==> config.mk <==
export PLATFORM = sky130hd
export DESIGN_NAME = scope_ctrl
export DESIGN_NICKNAME = d
export VERILOG_FILES = /design/src/rtl/scope_ctrl.sv
export SDC_FILE = /design/constraint.sdc
export NUM_CORES = 1
export LEC_CHECK = 0
export ABC_CLOCK_PERIOD_IN_PS = 3930
export BUFFER_PORTS_ARGS = -buffer_cell sky130_fd_sc_hd__buf_2
export CORE_MARGIN = 2
export CORE_UTILIZATION = 45
export DETAILED_ROUTE_END_ITERATION = 10
export SYNTH_ARGS = -nofsm -noshare
export SYNTH_HDL_FRONTEND = slang
export SYNTH_SLANG_ARGS = --single-unit
export TNS_END_PERCENT = 5
==> constraint.sdc <==
create_clock -name clock -period 3.93 [get_ports clock]
set_input_delay 0.1965 -clock clock [delete_from_list [all_inputs] [get_ports clock]]
set_output_delay 0.1965 -clock clock [all_outputs]
set_load 0.01 [all_outputs]
==> src/rtl/scope_ctrl.sv <==
// Scope capture/trigger controller: channel select, decimation, rising-edge trigger,
// 16-deep sample buffer drained one sample per hline. Optional auto trigger: SCOPE_AUTO_TRIG_EN.
module scope_ctrl #(
  parameter int DEPTH_LOG2 = 4,
  parameter int DECIM_W    = 8,
  parameter int AUTO_LINES = 64
) (
  input  logic               clock,
  input  logic               reset_n,
  input  logic               ena,
  input  logic               in_valid,
  input  logic [3:0]         ch0,
  input  logic [3:0]         ch1,
  input  logic [3:0]         ch2,
  input  logic [3:0]         ch3,
  input  logic               btn_next,
  input  logic [DECIM_W-1:0] div,
  input  logic [3:0]         trig_level,
  input  logic               hline,
  output logic [3:0]         sample,
  output logic               s1,
  output logic               s2,
  output logic               s3,
  output logic               s4,
  output logic               triggered
);

  localparam int DEPTH = 1 << DEPTH_LOG2;
  localparam logic [DEPTH_LOG2:0] CNT_LAST = (DEPTH_LOG2+1)'(DEPTH-1);
  localparam logic [DEPTH_LOG2:0] CNT_ONE  = (DEPTH_LOG2+1)'(1);

  typedef enum logic [1:0] {ARMED, FILL, SHOW} state_t;

  state_t                state, state_nx;
  logic [1:0]            sel;
  logic                  btn_q;
  logic [DECIM_W-1:0]    dcnt;
  logic [3:0]            prev, cur;
  logic [DEPTH_LOG2-1:0] wr_ptr, rd_ptr;
  logic [DEPTH_LOG2:0]   count;
  logic [3:0]            mem [DEPTH];
  logic                  sel_chg, accept, crossing, trig_evt, push, pop;

  assign sel_chg  = btn_next && !btn_q;
  assign accept   = in_valid && (dcnt == div);
  assign crossing = (prev < trig_level) && (cur >= trig_level);

  always_comb begin
    cur = ch0;
    case (sel)
      2'd1:    cur = ch1;
      2'd2:    cur = ch2;
      2'd3:    cur = ch3;
      default: cur = ch0;
    endcase
  end

`ifdef SCOPE_AUTO_TRIG_EN
  localparam int LW = $clog2(AUTO_LINES + 1);
  localparam logic [LW-1:0] AUTO_MAX = LW'(AUTO_LINES);
  logic [LW-1:0] lcnt;
  logic          auto_hit;

  assign auto_hit = (lcnt == AUTO_MAX);
  assign trig_evt = accept && (crossing || auto_hit);

  // Saturates at AUTO_LINES so the next accepted sample fires regardless of level.
  always_ff @(posedge clock or negedge reset_n) begin
    if (!reset_n) lcnt <= '0;
    else if (ena) begin
      if (sel_chg || state_nx != ARMED || state != ARMED) lcnt <= '0;
      else if (hline && !auto_hit)                        lcnt <= lcnt + LW'(1);
    end
  end
`else
  assign trig_evt = accept && crossing;
`endif

  // Select change overrides everything: no push, no pop, back to ARMED.
  always_comb begin
    state_nx = state;
    push     = 1'b0;
    pop      = 1'b0;
    if (sel_chg) state_nx = ARMED;
    else begin
      case (state)
        ARMED: if (trig_evt) begin
          push     = 1'b1;
          state_nx = (count == CNT_LAST) ? SHOW : FILL;
        end
        FILL: if (accept) begin
          push = 1'b1;
          if (count == CNT_LAST) state_nx = SHOW;
        end
        SHOW: if (hline) begin
          pop = 1'b1;
          if (count == CNT_ONE) state_nx = ARMED;
        end
        default: state_nx = ARMED;
      endcase
    end
  end

  always_ff @(posedge clock or negedge reset_n) begin
    if (!reset_n)  state <= ARMED;
    else if (ena)  state <= state_nx;
  end

  always_ff @(posedge clock or negedge reset_n) begin
    if (!reset_n) begin
      btn_q  <= 1'b0;
      sel    <= 2'd0;
      dcnt   <= '0;
      prev   <= 4'hF;
      wr_ptr <= '0;
      rd_ptr <= '0;
      count  <= '0;
      sample <= 4'h0;
    end else if (ena) begin
      btn_q <= btn_next;
      if (in_valid) dcnt <= accept ? '0 : dcnt + DECIM_W'(1);
      if (sel_chg) begin
        sel    <= sel + 2'd1;
        prev   <= 4'hF;
        wr_ptr <= '0;
        rd_ptr <= '0;
        count  <= '0;
      end else begin
        if (accept) prev <= cur;
        if (push) begin
          wr_ptr <= wr_ptr + DEPTH_LOG2'(1);
          count  <= count + CNT_ONE;
        end
        if (pop) begin
          sample <= mem[rd_ptr];
          rd_ptr <= rd_ptr + DEPTH_LOG2'(1);
          count  <= count - CNT_ONE;
        end
      end
    end
  end

  always_ff @(posedge clock) begin
    if (ena && push) mem[wr_ptr] <= cur;
  end

  assign s1        = (sel == 2'd0);
  assign s2        = (sel == 2'd1);
  assign s3        = (sel == 2'd2);
  assign s4        = (sel == 2'd3);
  assign triggered = (state != ARMED);

endmodule

==> flow_metrics.tcl <==
set metrics [dict create \
    path_clk_slew_ns 0.09 \
    switching_share_of_power 0.330 \
    cp_cell_sequence "inv_1 -> ha_1 -> a222oi_1 -> nand2_1 -> o21ai_0 -> ha_1 -> o21ai_0 -> a222oi_1 -> buf_4 -> o211ai_2 -> or3_1 -> nor2_1" \
    clock_power_share 0.216 \
    power_leakage_uw 0.00198 \
    finalMaxSlewViolations 0 \
    drt.antenna.violating_nets 0 \
    worstReg2RegStart "sel[0]$_DFFE_PN0P_" \
    grt_pass1_vias 3140 \
    worst_hold_path.endpoint "btn_q$_DFFE_PN0P_" \
    fin_skew_ns 0.0143 \
    drt_iter0_markers 252 \
    gpl.final_weighted_congestion 0.778 \
    syn_nets 417 \
    grt_max_degree 35 \
    hold_path_class "in2reg" \
    synth_ff_type "edfxtp_1" \
    route.vias.total 3113 \
    postCtsSetupRepairBufs 0 \
    area_growth_syn_to_layout_pct 12.1 \
    place_inst 536 \
    antenna_found_initial 0 \
    r2r_setup_slack_ns 0.58 \
    synthesis.yosys.warnings 0 \
    numCtsBuffers 9 \
    syn-instance-count 362 \
    slew_of_the_pin_with_the_lowest_slew_margin_ns 0.841 \
    dieWidth_um 107 \
    seqCellArea_mm2 0.00278 \
    synthesis.area_per_instance_um2 13.2 \
    avgViaCountPerCell 5.63 \
    combinationalPowerShare 0.272 \
    number_of_antenna_repair_diodes 0 \
    cts_htree_levels 3 \
    layout.nets 467 \
    post_synth_instance_area_mm2 0.00476 \
    rows 37 \
    power.sequential.fraction 0.512 \
    max_cap_violations 0 \
    synth.ff_latch_count 98 \
    setup.worst_path.start_class "flop" \
    critical_path.max_stage_delay_ns 0.43 \
    synth.cells.most_frequent "edfxtp_1 (64), dfrtp_1 (30), nand2_1 (25), nor2_1 (25), inv_1 (23)" \
    multi_input_comb_area_mm2 0.00183 \
    synthTopCellsByArea "edfxtp_1 (40%), dfrtp_1 (16%), mux4_2 (9.5%)" \
    setup_viol 0 \
    die_y_um 107 \
    timing_hold_violations_final 0 \
    number_of_synthesized_flops_with_an_enable_pin 64 \
    routed_wl_mm 10.0 \
    first_pass_iters 5 \
    placedInstanceArea_mm2 0.00515 \
    reg2reg_depth 12 \
    hpwlAfterDp_mm 7.13 \
    worst-endpoint-arrival_ns 3.39 \
    critical-path-slowest-cell "or3_1" \
    synth_seq_area_share 0.583 \
    cts_tree "yes" \
    clock-root-buffer "clkbuf_8" \
    clock.fmax_mhz 298 \
    fin_total_pwr_uw 2760 \
    worst-setup-path-type "reg2reg" \
    final_layout_size_suffix_gt1_frac 0.235 \
    postLayoutCellArea_mm2 0.00534 \
    clock_network_latency_to_the_later_pin_of_the_worst_skew_pair_ns 0.37 \
    rr_endpoint "mem[4][3]$_DFFE_PP_" \
    num-fill-cells 888 \
    area_enclosed_by_the_die_boundary_mm2 0.0114 \
    post_cts_resize_count 0 \
    synth_async_sr_flop_share 0.347 \
    cell_internal_pwr_uw 1850 \
    hold_path_depth 2 \
    crit_required_ns 3.97 \
    grt.total_usage 0.191 \
    floorplan.initialDensity 0.463 \
    yosys.cell_count.top_type "edfxtp_1" \
    clock_path_buffers 2 \
    fin_crit_ns 3.35 \
    irDropWorstVdd_v 0.000322 \
    run_status "completed" \
    floorplan.core_area_mm2 0.0103 \
    drt-wirelength-per-cell_um 18.1 \
    post_layout_nonfiller_instances 553 \
    critical_path.endpoint_type "flop" \
    grt_first_pass_wirelength_mm 16.5 \
    hold_buffers 1 \
    worst-path-max-fanout 7 \
    grt_remaining_overflow 0 \
    yosys.area.top_type_share 0.404 \
    buffer_ports.inserted 42 \
    route.detailed.drc 0 \
    power.net_switching_uw 911 \
    worst_hold_startpoint "btn_next" \
    yosysUniqueCellTypes 50 \
    rsz0062_at_grt "false" \
    io_pins 43 \
    synth_area_leader_cell "edfxtp_1" \
    power.density_cell_area_mw_per_mm2 518 \
    numClockSinks 98 \
    max-slew-margin-rel 0.439 \
    layout_worst_path_cycle_share 0.853 \
    final.setup.tns_ns 0 \
]
## state kept, by name, indices dropped and copies added (netlist names)
signal,count
wr_ptr,4
sample,4
prev,4
rd_ptr,4
mem,64
count,5
dcnt,8
btn_q,1
state,2
sel,2
## layer usage
layer  global-route usage  part of all wire  wire length (um)  up-vias
met5                    0                 0                 0        -
met1                0.264              0.47              4680     1541
met3               0.0407             0.032               324        9
met2                0.308              0.49              4900       65
met4               0.0501             0.010               102        0
li1                     -                 -                 -     1498
## placed cells by master (no fill, tap or decap), drive strengths merged, types with 2 or more instances in the layout
cell type and instances:
a2111o 3, a21oi 13, a222oi 5, a22o 2
and3 2, buf 52, clkbuf 10, clkinv 4
dfrtp 30, dfstp 4, edfxtp 64, ha 21
inv 26, mux2 3, mux4 20, nand2 25
nand2b 3, nand3 10, nand4 6, nor2 25
nor2b 3, nor3 8, nor4 7, o2111ai 3
o211ai 4, o21ai 22, o21bai 2, o221ai 2
o22a 3, o31ai 4, o41ai 3, or2 2
or3 4, xnor2 9
## cell families (layout without fill, tap and decap cells)
family | after synthesis | after routing | synth area share
DFF | 98 | 98 | 0.583
and+or+nand+nor | 99 | 99 | 0.0999
xor gates and xnor gates | 9 | 9 | 0.0166
muxes | 24 | 24 | 0.104
adders and majority gates | 21 | 21 | 0.0552
buffers and inverters | 38 | 93 | 0.0331
AOI/OAI and AO/OA | 73 | 73 | 0.108
## cell type report
class / instances / area share
flip-flops and latches: 98 / 0.521
well taps: 136 / 0.0319
inverters: 24 / 0.0169
multi-input cells: 226 / 0.342
repair buffers: 53 / 0.0553
clock inverters: 6 / 0.00915
clock buffers: 10 / 0.0239
## critical path: cells and delay by family (launching register included)
family	cells	cell delay, ns
AO/OA/AOI/OAI	5	1.03
AND/OR/NAND/NOR	3	0.83
adder cells (fa/ha/maj)	2	0.44
flip-flops	1	0.41
buffers and inverters	2	0.31
## power by group through the flow
stage | clock network (uW) | registers, uW | logic, uW
final | 597 | 1410 | 751
after CTS | 611 | 1420 | 769
after detailed placement | 0 | 1440 | 765
after floorplan | 0 | 1420 | 470
after global routing | 655 | 1430 | 860
after global placement | 0 | 1430 | 746
## per-stage QoR
stage / util / worst slack [ns] / hold slack [ns]
after floorplan: - / 0.255 / -0.0991
after global placement: 0.501 / 0.668 / 0.325
after detailed placement: 0.501 / 0.568 / 0.323
after CTS: 0.519 / 0.542 / 0.0852
after global routing: 0.519 / 0.162 / 0.0926
final: 0.519 / 0.579 / 0.101
## worst max-delay path by stage
stage                             from              endpoint  cells past startpoint
finish              sel[0]$_DFFE_PN0P_   mem[4][3]$_DFFE_PP_                     12
global route        sel[0]$_DFFE_PN0P_  mem[14][0]$_DFFE_PP_                     12
CTS                 sel[0]$_DFFE_PN0P_   mem[4][2]$_DFFE_PP_                     12
detailed placement  sel[0]$_DFFE_PN0P_   mem[4][2]$_DFFE_PP_                     12
global placement    sel[0]$_DFFE_PN0P_   mem[5][3]$_DFFE_PP_                     11
floorplan           sel[0]$_DFFE_PN0P_  mem[12][0]$_DFFE_PP_                     11
No activity file was read; power rests on OpenSTA's default activity.
